==> src/rtl/osbm_pkg.sv <==
// -----------------------------------------------------------------------------
// osbm_pkg : shared definitions for the output-side switch manager (OSBM).
//   PORT       : highest input port index; the default port count is PORT+1
//   HEAD/TAIL  : packet-type codes carried on ptype (all other codes are body)
//   ASSERT/NEGATE : single-bit active/inactive levels
//   osbm_state_e  : IDLE / GRANT / XFER arbitration states
//   wrap_inc() : cyclic increment of a port index
// -----------------------------------------------------------------------------
package osbm_pkg;

  localparam int PORT = 3;

  localparam logic [1:0] HEAD = 2'b01;
  localparam logic [1:0] TAIL = 2'b10;

  localparam logic ASSERT = 1'b1;
  localparam logic NEGATE = 1'b0;

  typedef enum logic [1:0] {
    IDLE  = 2'b00,
    GRANT = 2'b01,
    XFER  = 2'b10
  } osbm_state_e;

  // Next port index after idx, wrapping n-1 back to 0.
  function automatic int wrap_inc(input int idx, input int n);
    if (idx + 1 >= n) begin
      return 0;
    end else begin
      return idx + 1;
    end
  endfunction

endpackage

==> src/rtl/osbm_if.sv <==
// -----------------------------------------------------------------------------
// osbm_if : request/grant and flit-lane signals between the input-side
// managers (master) and one output arbiter (slave).
//   req   [NPORT] : per-input request        (master -> slave)
//   vld           : flit present on lane      (master -> slave)
//   ptype [2]     : packet type of the flit   (master -> slave)
//   ack   [NPORT] : one-hot grant             (slave -> master)
//   sel           : granted input index       (slave -> master)
//   we            : write-enable to the link  (slave -> master)
//   err           : timeout abort pulse       (slave -> master)
//   busy          : grant outstanding/in flight (slave -> master)
// -----------------------------------------------------------------------------
interface osbm_if
  import osbm_pkg::*;
#(
  parameter int NPORT = PORT + 1
);

  localparam int SW = (NPORT > 1) ? $clog2(NPORT) : 1;

  logic [NPORT-1:0] req;
  logic [NPORT-1:0] ack;
  logic [SW-1:0]    sel;
  logic             vld;
  logic [1:0]       ptype;
  logic             we;
  logic             err;
  logic             busy;

  modport master (
    output req, vld, ptype,
    input  ack, sel, we, err, busy
  );

  modport slave (
    input  req, vld, ptype,
    output ack, sel, we, err, busy
  );

endinterface

==> src/rtl/rr_pick.sv <==
// -----------------------------------------------------------------------------
// rr_pick : cyclic priority search. Returns the first set bit of i_req at or
// after index i_ptr, wrapping NPORT-1 to 0.
//   i_req    [NPORT] : request vector
//   i_ptr    [W]     : search start index
//   o_winner [W]     : index of the winning request (0 when none)
//   o_any            : at least one request is set
// -----------------------------------------------------------------------------
module rr_pick
  import osbm_pkg::*;
#(
  parameter int NPORT = PORT + 1
) (
  input  logic [NPORT-1:0]                         i_req,
  input  logic [((NPORT > 1) ? $clog2(NPORT) : 1)-1:0] i_ptr,
  output logic [((NPORT > 1) ? $clog2(NPORT) : 1)-1:0] o_winner,
  output logic                                     o_any
);

  localparam int W = (NPORT > 1) ? $clog2(NPORT) : 1;
  localparam logic [W:0] NP = (W+1)'(NPORT);

  logic [W:0]   w_sum;
  logic [W-1:0] w_idx;

  // Scan offsets from farthest to nearest so the nearest hit is written last.
  always_comb begin
    o_winner = '0;
    o_any    = NEGATE;
    w_sum    = '0;
    w_idx    = '0;
    for (int k = NPORT - 1; k >= 0; k--) begin
      w_sum = {1'b0, i_ptr} + (W+1)'(k);
      if (w_sum >= NP) begin
        w_sum = w_sum - NP;
      end else begin
        w_sum = w_sum;
      end
      w_idx = w_sum[W-1:0];
      if (i_req[w_idx]) begin
        o_winner = w_idx;
        o_any    = ASSERT;
      end else begin
        o_winner = o_winner;
        o_any    = o_any;
      end
    end
  end

endmodule

==> src/rtl/osbm.sv <==
// -----------------------------------------------------------------------------
// osbm : output-side switch manager. Arbitrates NPORT input ports for one
// output link with a round-robin pointer, grants the winner for one cycle,
// then forwards its flits until TAIL or until TMO consecutive idle cycles.
//   clk  : clock, rising edge
//   rst  : asynchronous active-low reset
//   bus  : osbm_if.slave (req/vld/ptype in, ack/sel/we/err/busy out)
// -----------------------------------------------------------------------------
module osbm
  import osbm_pkg::*;
#(
  parameter int NPORT = PORT + 1,
  parameter int TMO   = 16
) (
  input  logic   clk,
  input  logic   rst,
  osbm_if.slave  bus
);

  localparam int SW = (NPORT > 1) ? $clog2(NPORT) : 1;
  localparam int CW = $clog2(TMO + 1);
  localparam logic [CW-1:0]    TMO_LAST = CW'(TMO - 1);
  localparam logic [NPORT-1:0] ONE_HOT0 = NPORT'(1);

  osbm_state_e   r_state, w_state_nxt;
  logic [SW-1:0] r_ptr, w_ptr_nxt;
  logic [SW-1:0] r_sel, w_sel_nxt;
  logic [CW-1:0] r_idle, w_idle_nxt;
  logic          r_err, w_err_nxt;

  logic [SW-1:0] w_winner;
  logic          w_any;
  logic          w_tail;
  logic [SW-1:0] w_ptr_adv;

  rr_pick #(.NPORT(NPORT)) u_pick (
    .i_req    (bus.req),
    .i_ptr    (r_ptr),
    .o_winner (w_winner),
    .o_any    (w_any)
  );

  assign w_tail    = bus.vld & (bus.ptype == TAIL);
  // Pointer moves just past the port that owned the link.
  assign w_ptr_adv = SW'(wrap_inc(int'(r_sel), NPORT));

  // State and datapath registers.
  always_ff @(posedge clk or negedge rst) begin
    if (!rst) begin
      r_state <= IDLE;
      r_ptr   <= '0;
      r_sel   <= '0;
      r_idle  <= '0;
      r_err   <= NEGATE;
    end else begin
      r_state <= w_state_nxt;
      r_ptr   <= w_ptr_nxt;
      r_sel   <= w_sel_nxt;
      r_idle  <= w_idle_nxt;
      r_err   <= w_err_nxt;
    end
  end

  // Next-state logic; req is only looked at while IDLE.
  always_comb begin
    w_state_nxt = r_state;
    w_ptr_nxt   = r_ptr;
    w_sel_nxt   = r_sel;
    w_idle_nxt  = r_idle;
    w_err_nxt   = NEGATE;
    case (r_state)
      IDLE: begin
        if (w_any) begin
          w_sel_nxt   = w_winner;
          w_idle_nxt  = '0;
          w_state_nxt = GRANT;
        end else begin
          w_state_nxt = IDLE;
        end
      end
      GRANT: begin
        // A dropped req does not cancel the grant; the timeout recovers.
        if (w_tail) begin
          w_state_nxt = IDLE;
          w_ptr_nxt   = w_ptr_adv;
        end else begin
          w_state_nxt = XFER;
        end
      end
      XFER: begin
        if (w_tail) begin
          w_state_nxt = IDLE;
          w_ptr_nxt   = w_ptr_adv;
          w_idle_nxt  = '0;
        end else if (bus.vld) begin
          w_idle_nxt  = '0;
        end else if (r_idle == TMO_LAST) begin
          // This is the TMO-th consecutive idle cycle: abort the packet.
          w_state_nxt = IDLE;
          w_ptr_nxt   = w_ptr_adv;
          w_idle_nxt  = '0;
          w_err_nxt   = ASSERT;
        end else begin
          w_idle_nxt  = r_idle + CW'(1);
        end
      end
      default: begin
        w_state_nxt = IDLE;
        w_ptr_nxt   = '0;
        w_sel_nxt   = '0;
        w_idle_nxt  = '0;
      end
    endcase
  end

  assign bus.busy = (r_state != IDLE);
  assign bus.ack  = (r_state == GRANT) ? (ONE_HOT0 << r_sel) : '0;
  assign bus.sel  = r_sel;
  assign bus.err  = r_err;
  // The lane strobe passes through only while the link is owned.
  assign bus.we   = bus.vld & bus.busy;

endmodule

==> src/flat_wrapper.sv <==
// flat-port wrapper written by rule: the top's interface ports become plain ports
module osbm_flat import osbm_pkg::*;
#(
  parameter int NPORT = PORT + 1,
  parameter int TMO   = 16
)
  (clk, rst, bus_req, bus_vld, bus_ptype, bus_ack, bus_sel, bus_we, bus_err, bus_busy);
  osbm_if #(.NPORT(NPORT)) bus_i ();
  input  logic clk;
  input  logic rst;
  input wire logic [$bits(bus_i.req)-1:0] bus_req;
  input wire logic [$bits(bus_i.vld)-1:0] bus_vld;
  input wire logic [$bits(bus_i.ptype)-1:0] bus_ptype;
  output wire logic [$bits(bus_i.ack)-1:0] bus_ack;
  output wire logic [$bits(bus_i.sel)-1:0] bus_sel;
  output wire logic [$bits(bus_i.we)-1:0] bus_we;
  output wire logic [$bits(bus_i.err)-1:0] bus_err;
  output wire logic [$bits(bus_i.busy)-1:0] bus_busy;
  assign bus_i.req = bus_req;
  assign bus_i.vld = bus_vld;
  assign bus_i.ptype = bus_ptype;
  assign bus_ack = bus_i.ack;
  assign bus_sel = bus_i.sel;
  assign bus_we = bus_i.we;
  assign bus_err = bus_i.err;
  assign bus_busy = bus_i.busy;
  osbm #(.NPORT(NPORT), .TMO(TMO)) u_core (.clk(clk), .rst(rst), .bus(bus_i));
endmodule
==> config.mk <==
export PLATFORM = sky130hd
export DESIGN_NAME = osbm_flat
export DESIGN_NICKNAME = d
export VERILOG_FILES = /design/src/rtl/osbm_pkg.sv /design/src/rtl/osbm_if.sv /design/src/rtl/rr_pick.sv /design/src/rtl/osbm.sv /design/src/flat_wrapper.sv
export SDC_FILE = /design/constraint.sdc
export NUM_CORES = 1
export LEC_CHECK = 0
export ABC_AREA = 1
export CORE_MARGIN = 8
export CORE_UTILIZATION = 55
export CTS_CLUSTER_SIZE = 24
export DETAILED_ROUTE_END_ITERATION = 10
export GPL_ROUTABILITY_DRIVEN = 0
export PLACE_DENSITY = 0.86
export SLEW_MARGIN = 10
export SYNTH_ARGS = -nofsm -noshare
export SYNTH_HDL_FRONTEND = slang
export SYNTH_SLANG_ARGS = --single-unit
==> constraint.sdc <==
create_clock -name clk -period 2.07 [get_ports clk]
set_input_delay 0.5175 -clock clk [delete_from_list [all_inputs] [get_ports clk]]
set_output_delay 0.5175 -clock clk [all_outputs]
set_load 0.01 [all_outputs]
==> After elaboration in Yosys (flattened, before gate mapping) <==
Index checks and enable logic that the tools add are counted.
{ "totals": {"ff_bits": 12, "input_bits": 9, "output_inout_bits": 9, "wordCells": 88} }
{ "op_classes": {"add_sub_neg": 9, "n_lt_le_gt_ge": 9, "n_eq_ne": 8, "shifts": 1, "muxes": 44, "bitwise_logic": 5, "reduce_logical": 7} }
{ "op_table": {"columns": ["cell", "n"], "rows": [
  ["2-bit two-way mux", 18],
  ["5-bit two-way mux", 4],
  ["5-bit one-hot mux with 3 select lines", 1],
  ["1-bit two-way mux", 13],
  ["3-bit greater-or-equal comparator (second input constant)", 4],
  ["2-bit by 3-bit < comparator with 1-bit output (second input constant)", 4],
  ["2-bit one-hot mux with 3 select lines", 2],
  ["1-bit binary-select mux with 2-bit select", 4],
  ["2-bit by 1-bit subtractor with 2-bit output (second input constant)", 4],
  ["2-bit by 1-bit adder with 3-bit output (second input constant)", 2],
  ["2-bit by 2-bit adder with 3-bit output (second input constant)", 2],
  ["2-bit AND reduction", 3],
  ["5-bit by 1-bit adder with 5-bit output (second input constant)", 1],
  ["5-bit by 4-bit equality test with 1-bit output (second input constant)", 1],
  ["2-bit equality test (second input constant)", 2],
  ["4-bit two-way mux", 1],
  ["2-bit one-hot mux with 2 select lines", 1],
  ["4-bit AND reduction", 1],
  ["1-bit by 2-bit left shift with 4-bit output (first input constant)", 1],
  ["2-bit by 3-bit greater-or-equal comparator with 1-bit output (second input constant)", 1],
  ["3-bit by 1-bit != test with 1-bit output (second input constant)", 1],
  ["3-bit by 2-bit != test with 1-bit output (second input constant)", 1],
  ["1-bit NOT", 3],
  ["1-bit AND", 2],
  ["other kinds (6)", 6]
]} }

==> Logic depth before layout (Yosys ltp) <==
{ "logic_depth": {"word_depth": 11, "depth_mapped": 13} }

==> Hierarchy <==
A second synthesis with hierarchy kept.
{ "hier_totals": {"hier_cells": 144, "hier_area_um2": 987.2} }
{ "modules_own_cells": {"columns": ["module", "instances", "cells_per_inst", "area_each_um2", "seq_area_each_um2"], "rows": [
  ["osbm", 1, 100, 772.0, 300.3],
  ["rr_pick", 1, 44, 215.2, 0.0]
]} }

==> Least setup slack after synthesis <==
No wires, ideal clock.
{ "synth_timing": {"kind": "reg2reg", "startpoint": "register u_core.r_state[0]", "endpoint": "register u_core.r_idle[3]", "setup_time_ns": 0.074, "t_arrival_ns": 1.333, "required_ns": 1.996, "setup_slack_ns": 0.663, "path_stages_with_launch": 8, "path_buffers": 0, "period_less_slack_ns": 1.407, "path_cell_list": "dfrtp_1 -> inv_1 -> ha_1 -> inv_1 -> nor2_1 -> o21ai_0 -> or2_2 -> o21ai_2"} }
{ "synth_via": {"elab_chain_cells": 3, "word_cells_on_any_way": 7} }
{ "synth_rtl": {"columns": ["item", "line", "text"], "rows": [
  ["start: declaration", "osbm.sv:25", "osbm_state_e r_state, w_state_nxt;"],
  ["start signal: assignment", "osbm.sv:56", "r_state <= w_state_nxt;"],
  ["2-bit logical NOT / 2-bit by 1-bit equality test with 1-bit output (equally long branches)", "osbm.sv:71", "case (r_state)"],
  ["2-bit != test (no source line) / 1-bit NOT (equally long branches)", null, null],
  ["2-bit AND reduction (no source line)", null, null],
  ["end signal: assignment", "osbm.sv:59", "r_idle <= w_idle_nxt;"],
  ["end: declaration", "osbm.sv:28", "logic [CW-1:0] r_idle, w_idle_nxt;"]
]} }
Several ways; a longest one is shown, not always the timed one.
A chain may end at the register's enable or synchronous reset.

==> Worst setup path after layout <==
{ "layout_timing": {"startpoint": "register u_core.r_state[0]", "endpoint": "output port bus_we"} }
{ "layout_via": {"elab_chain_cells": 2} }
{ "layout_rtl": {"columns": ["item", "line", "text"], "rows": [
  ["2-bit nonzero test", "osbm.sv:116", "assign bus.busy = (r_state != IDLE);"],
  ["1-bit AND", "osbm.sv:121", "assign bus.we = bus.vld & bus.busy;"],
  ["end: declaration", "flat_wrapper.sv:16", "output wire logic [$bits(bus_i.we)-1:0] bus_we;"]
]} }
Every way passes these cells.

==> results.md <==
- Comb power frac: 61.7%
- Pin count of the biggest net entering global routing: 13
- Worst VDD drop: 0.6418 mV
- Num CTS Buffers: 3
- Crit path largest cell delay: 0.42 ns
- Total number of vias: 917
- Initial Util: 58.17%
- Routed wire length: 2042 um
- Skew final: 0.003274 ns
- Arrival time at the worst endpoint: 1.49 ns
- Fmax: 0.4988 GHz
- Row Count: 15
- Clk network pwr share: 13.4%
- Layout cells sized above 1: 22.16%
- Synth Net Count: 159
- Hold path startpoint: u_core.r_idle[4]$_DFFE_PN0P_
- Total Nets Final: 186
- Distinct cells, synth: 21
- Final Hold Vio Count: 0
- Total Die Area: 3422 um2
- Unrepaired setup endpoints after global routing: false
- Synth warn: 0
- Post-route cell area: 1276 um2
- Overflow after GRT: 0
- Drt via density: 4.776
- Post-DP HPWL: 1615 um
- CTS Buffer Depth: 2
- Seq pwr share: 24.9%
- # fillers: 130
- Status: finished clean
- CTS tree: built
- CP cell instances: inv_1, ha_1, nor2_1, dlygate4sd2_1
- M2 GR Usage: 24.41%
- Setup crit end kind: output pin
- Port buffer count: 17
- # setup viols final: 0
- Root buf cell: clkbuf_4
- TritonCTS sink count: 12
- Total track usage: 13.43%
- Met1 Use GR: 12.80%
- Max Slew Vio Count: 0
- Critical path class: reg2out
- Clock Pin Slew Worst Setup and Hold Paths: 0.08 ns
- Slowest cell on crit path: dfrtp_1
- Critical R2R Launch: u_core.r_ptr[0]$_DFFE_PN0P_
- Crit-path leading delay family: flip-flops
- Routed length per instance: 10.64 um
- Tmin final: 2.005 ns
- Class of the worst hold path: reg2reg
- Busiest grt layer: met2
- Period utilization: 96.84%
- R2R setup slack: 0.49 ns
- Initial antenna violation count: 0
- DRT iter0 DRCs: 7
- Hold path depth: 2
- Latest clock arrival within the worst-skew pair: 0.28 ns
- GR Util met3: 2.826%
- Diode count: 0
- WP buf/inv: 2
- Net Switching: 695.4 uW
- Crit path max fanout: 4
- Placeable Area: 1708 um2
- Drt pass-1 iters: 4
- Syn Inst Count: 141
- Switching part of the total: 48.29%
- Post-route core utilization: 74.73%
- Vias in the first global route: 884
- H-tree depth: 1
- Synthesized cell area: 993.5 um2
- Rel. slew slack: 61.88%
- First-pass GRT wire length: 3525 um
- Pwr Density: 1128 nW/um2
- Layout overhead on the synthesized area: 28.46%
- ANT nets after route: 0
- #FFs+latches synth: 12
- Crit Reg-Reg Endpoint: u_core.r_idle[1]$_DFFE_PN0P_
- CP Launch Type: register
- Sequential fraction of the synthesis area: 30.23%
- Post-route DRC: 0
- Die span in y: 58.50 um
- Leakage power: 0.0007259 uW
- R2R depth: 10
- Tightest Pin Transition: 0.5700 ns
- Critical Path RT: 1.55 ns
- Hold endpoint: u_core.r_idle[4]$_DFFE_PN0P_
- Register area: 302.8 um2
- Die W: 58.50 um
- Post-DP Area: 1214 um2
- Maxcap violations: 0
- Post-Syn Area per Cell: 7.046 um2
- Ports: 18
- P_int: 744.7 uW
- Multi-input logic area: 599.3 um2
## stage by stage
stage                     setup TNS [ns]  instances  setup slack, ns  power [uW]  hold slack, ns
after floorplan                        0        141           0.6633       993.0          0.2219
after global placement           -0.1073        186          -0.1073        1201          0.4929
after detailed placement         -0.1453        186          -0.1453        1232          0.5077
after CTS                       -0.05727        191         -0.05727        1443          0.5187
after global routing                   0        192          0.01230        1581          0.5531
final                                  0        192          0.06533        1440          0.5180
## how the worst max path moves through the flow
stage	startpoint	endpoint	slack, ns	cells past startpoint
after CTS	u_core.bus.sel[0]$_DFFE_PN0P_	bus_ack[2]	-0.06	5
after floorplan	u_core.r_state[0]$_DFFE_PN0P_	u_core.r_idle[3]$_DFFE_PN0P_	0.66	7
after detailed placement	bus_vld	bus_we	-0.15	4
after global routing	u_core.r_state[0]$_DFFE_PN0P_	bus_we	0.01	4
final	u_core.r_state[0]$_DFFE_PN0P_	bus_we	0.07	4
after global placement	bus_vld	bus_we	-0.11	4
## what timing repair did
action	CTS	global route
pin swaps	0	0
gates resized for setup	10	1
endpoints found under the setup margin	6	1
setup buffers	1	1
hold buffers	0	0
## placed cells by master (no fill, tap or decap)
cell type,n
o21ai_2,4
nand3b_1,1
nor2_1,10
inv_2,2
xor2_1,2
buf_4,6
nand2_1,44
nand3_2,1
clkbuf_8,1
dlygate4sd2_1,5
inv_6,1
clkdlybuf4s50_1,11
dfrtp_1,10
nand2_4,3
inv_1,21
dfrtp_2,2
ha_4,1
dlymetal6s2s_1,1
a31oi_1,1
a21oi_1,1
clkbuf_4,3
ha_1,8
nand2_2,9
nor2_2,2
nor3_1,1
o21ai_0,6
nand3_1,8
or2_2,2
## state kept, by name (all words and copies together), names as in the netlist
name	count
u_core.r_state	2
u_core.bus.err	1
u_core.bus.sel	2
u_core.r_ptr	2
u_core.r_idle	5
## worst register-to-register path: cells and delay by family, from the launching register on
family,cells,cell delay (ns)
AO/OA/AOI/OAI,1,0.06
flip-flops,1,0.56
AND/OR/NAND/NOR,8,0.81
buffers and inverters,1,0.09
## power by group through the flow
stage,Sequential [uW],Clock (uW),Combinational [uW]
floorplan,331,0,662
global placement,357,0,844
detailed placement,361,0,871
CTS,365,197,881
global route,368,212,1000
finish,359,193,888
## metal layers
metal,wire length (um),vias to the layer above
li1,-,482
met2,1060,12
met1,866,418
met4,59,0
met5,0,-
met3,55,5
## area by class of cell
| cell class | instances | share of cell area (%) |
|---|---|---|
| Inverter | 24 | 7.451 |
| Clock buffer | 4 | 2.843 |
| Multi-Input combinational cell | 104 | 46.96 |
| Sequential cell | 12 | 23.73 |
| Timing Repair Buffer | 23 | 16.57 |
| Tap cell | 25 | 2.451 |
## logic make-up (layout without fill, tap and decap cells)
group / Yosys count / in the layout / share of synthesized area (%)
AND/OR/NAND/NOR: 81 / 81 / 38.29
XOR/XNOR: 2 / 2 / 1.764
adder cells (fa/ha/maj): 9 / 9 / 11.34
buffers and inverters: 25 / 51 / 10.71
flip-flops: 12 / 12 / 30.23
AO/OA/AOI/OAI: 12 / 12 / 7.682
## Yosys cell counts, drive strengths merged
master / n / area share [%]
nor3: 1 / 0.50
xor2: 2 / 1.8
nand3: 9 / 5.0
dfrtp: 12 / 30
nor2: 12 / 5.0
nand2: 56 / 26
nand3b: 1 / 0.76
inv: 24 / 9.6
a31oi: 1 / 0.63
ha: 9 / 11
o21ai: 10 / 6.5
or2: 2 / 1.3
buf: 1 / 1.1
a21oi: 1 / 0.50
No activity file was read; power rests on OpenSTA's default activity.
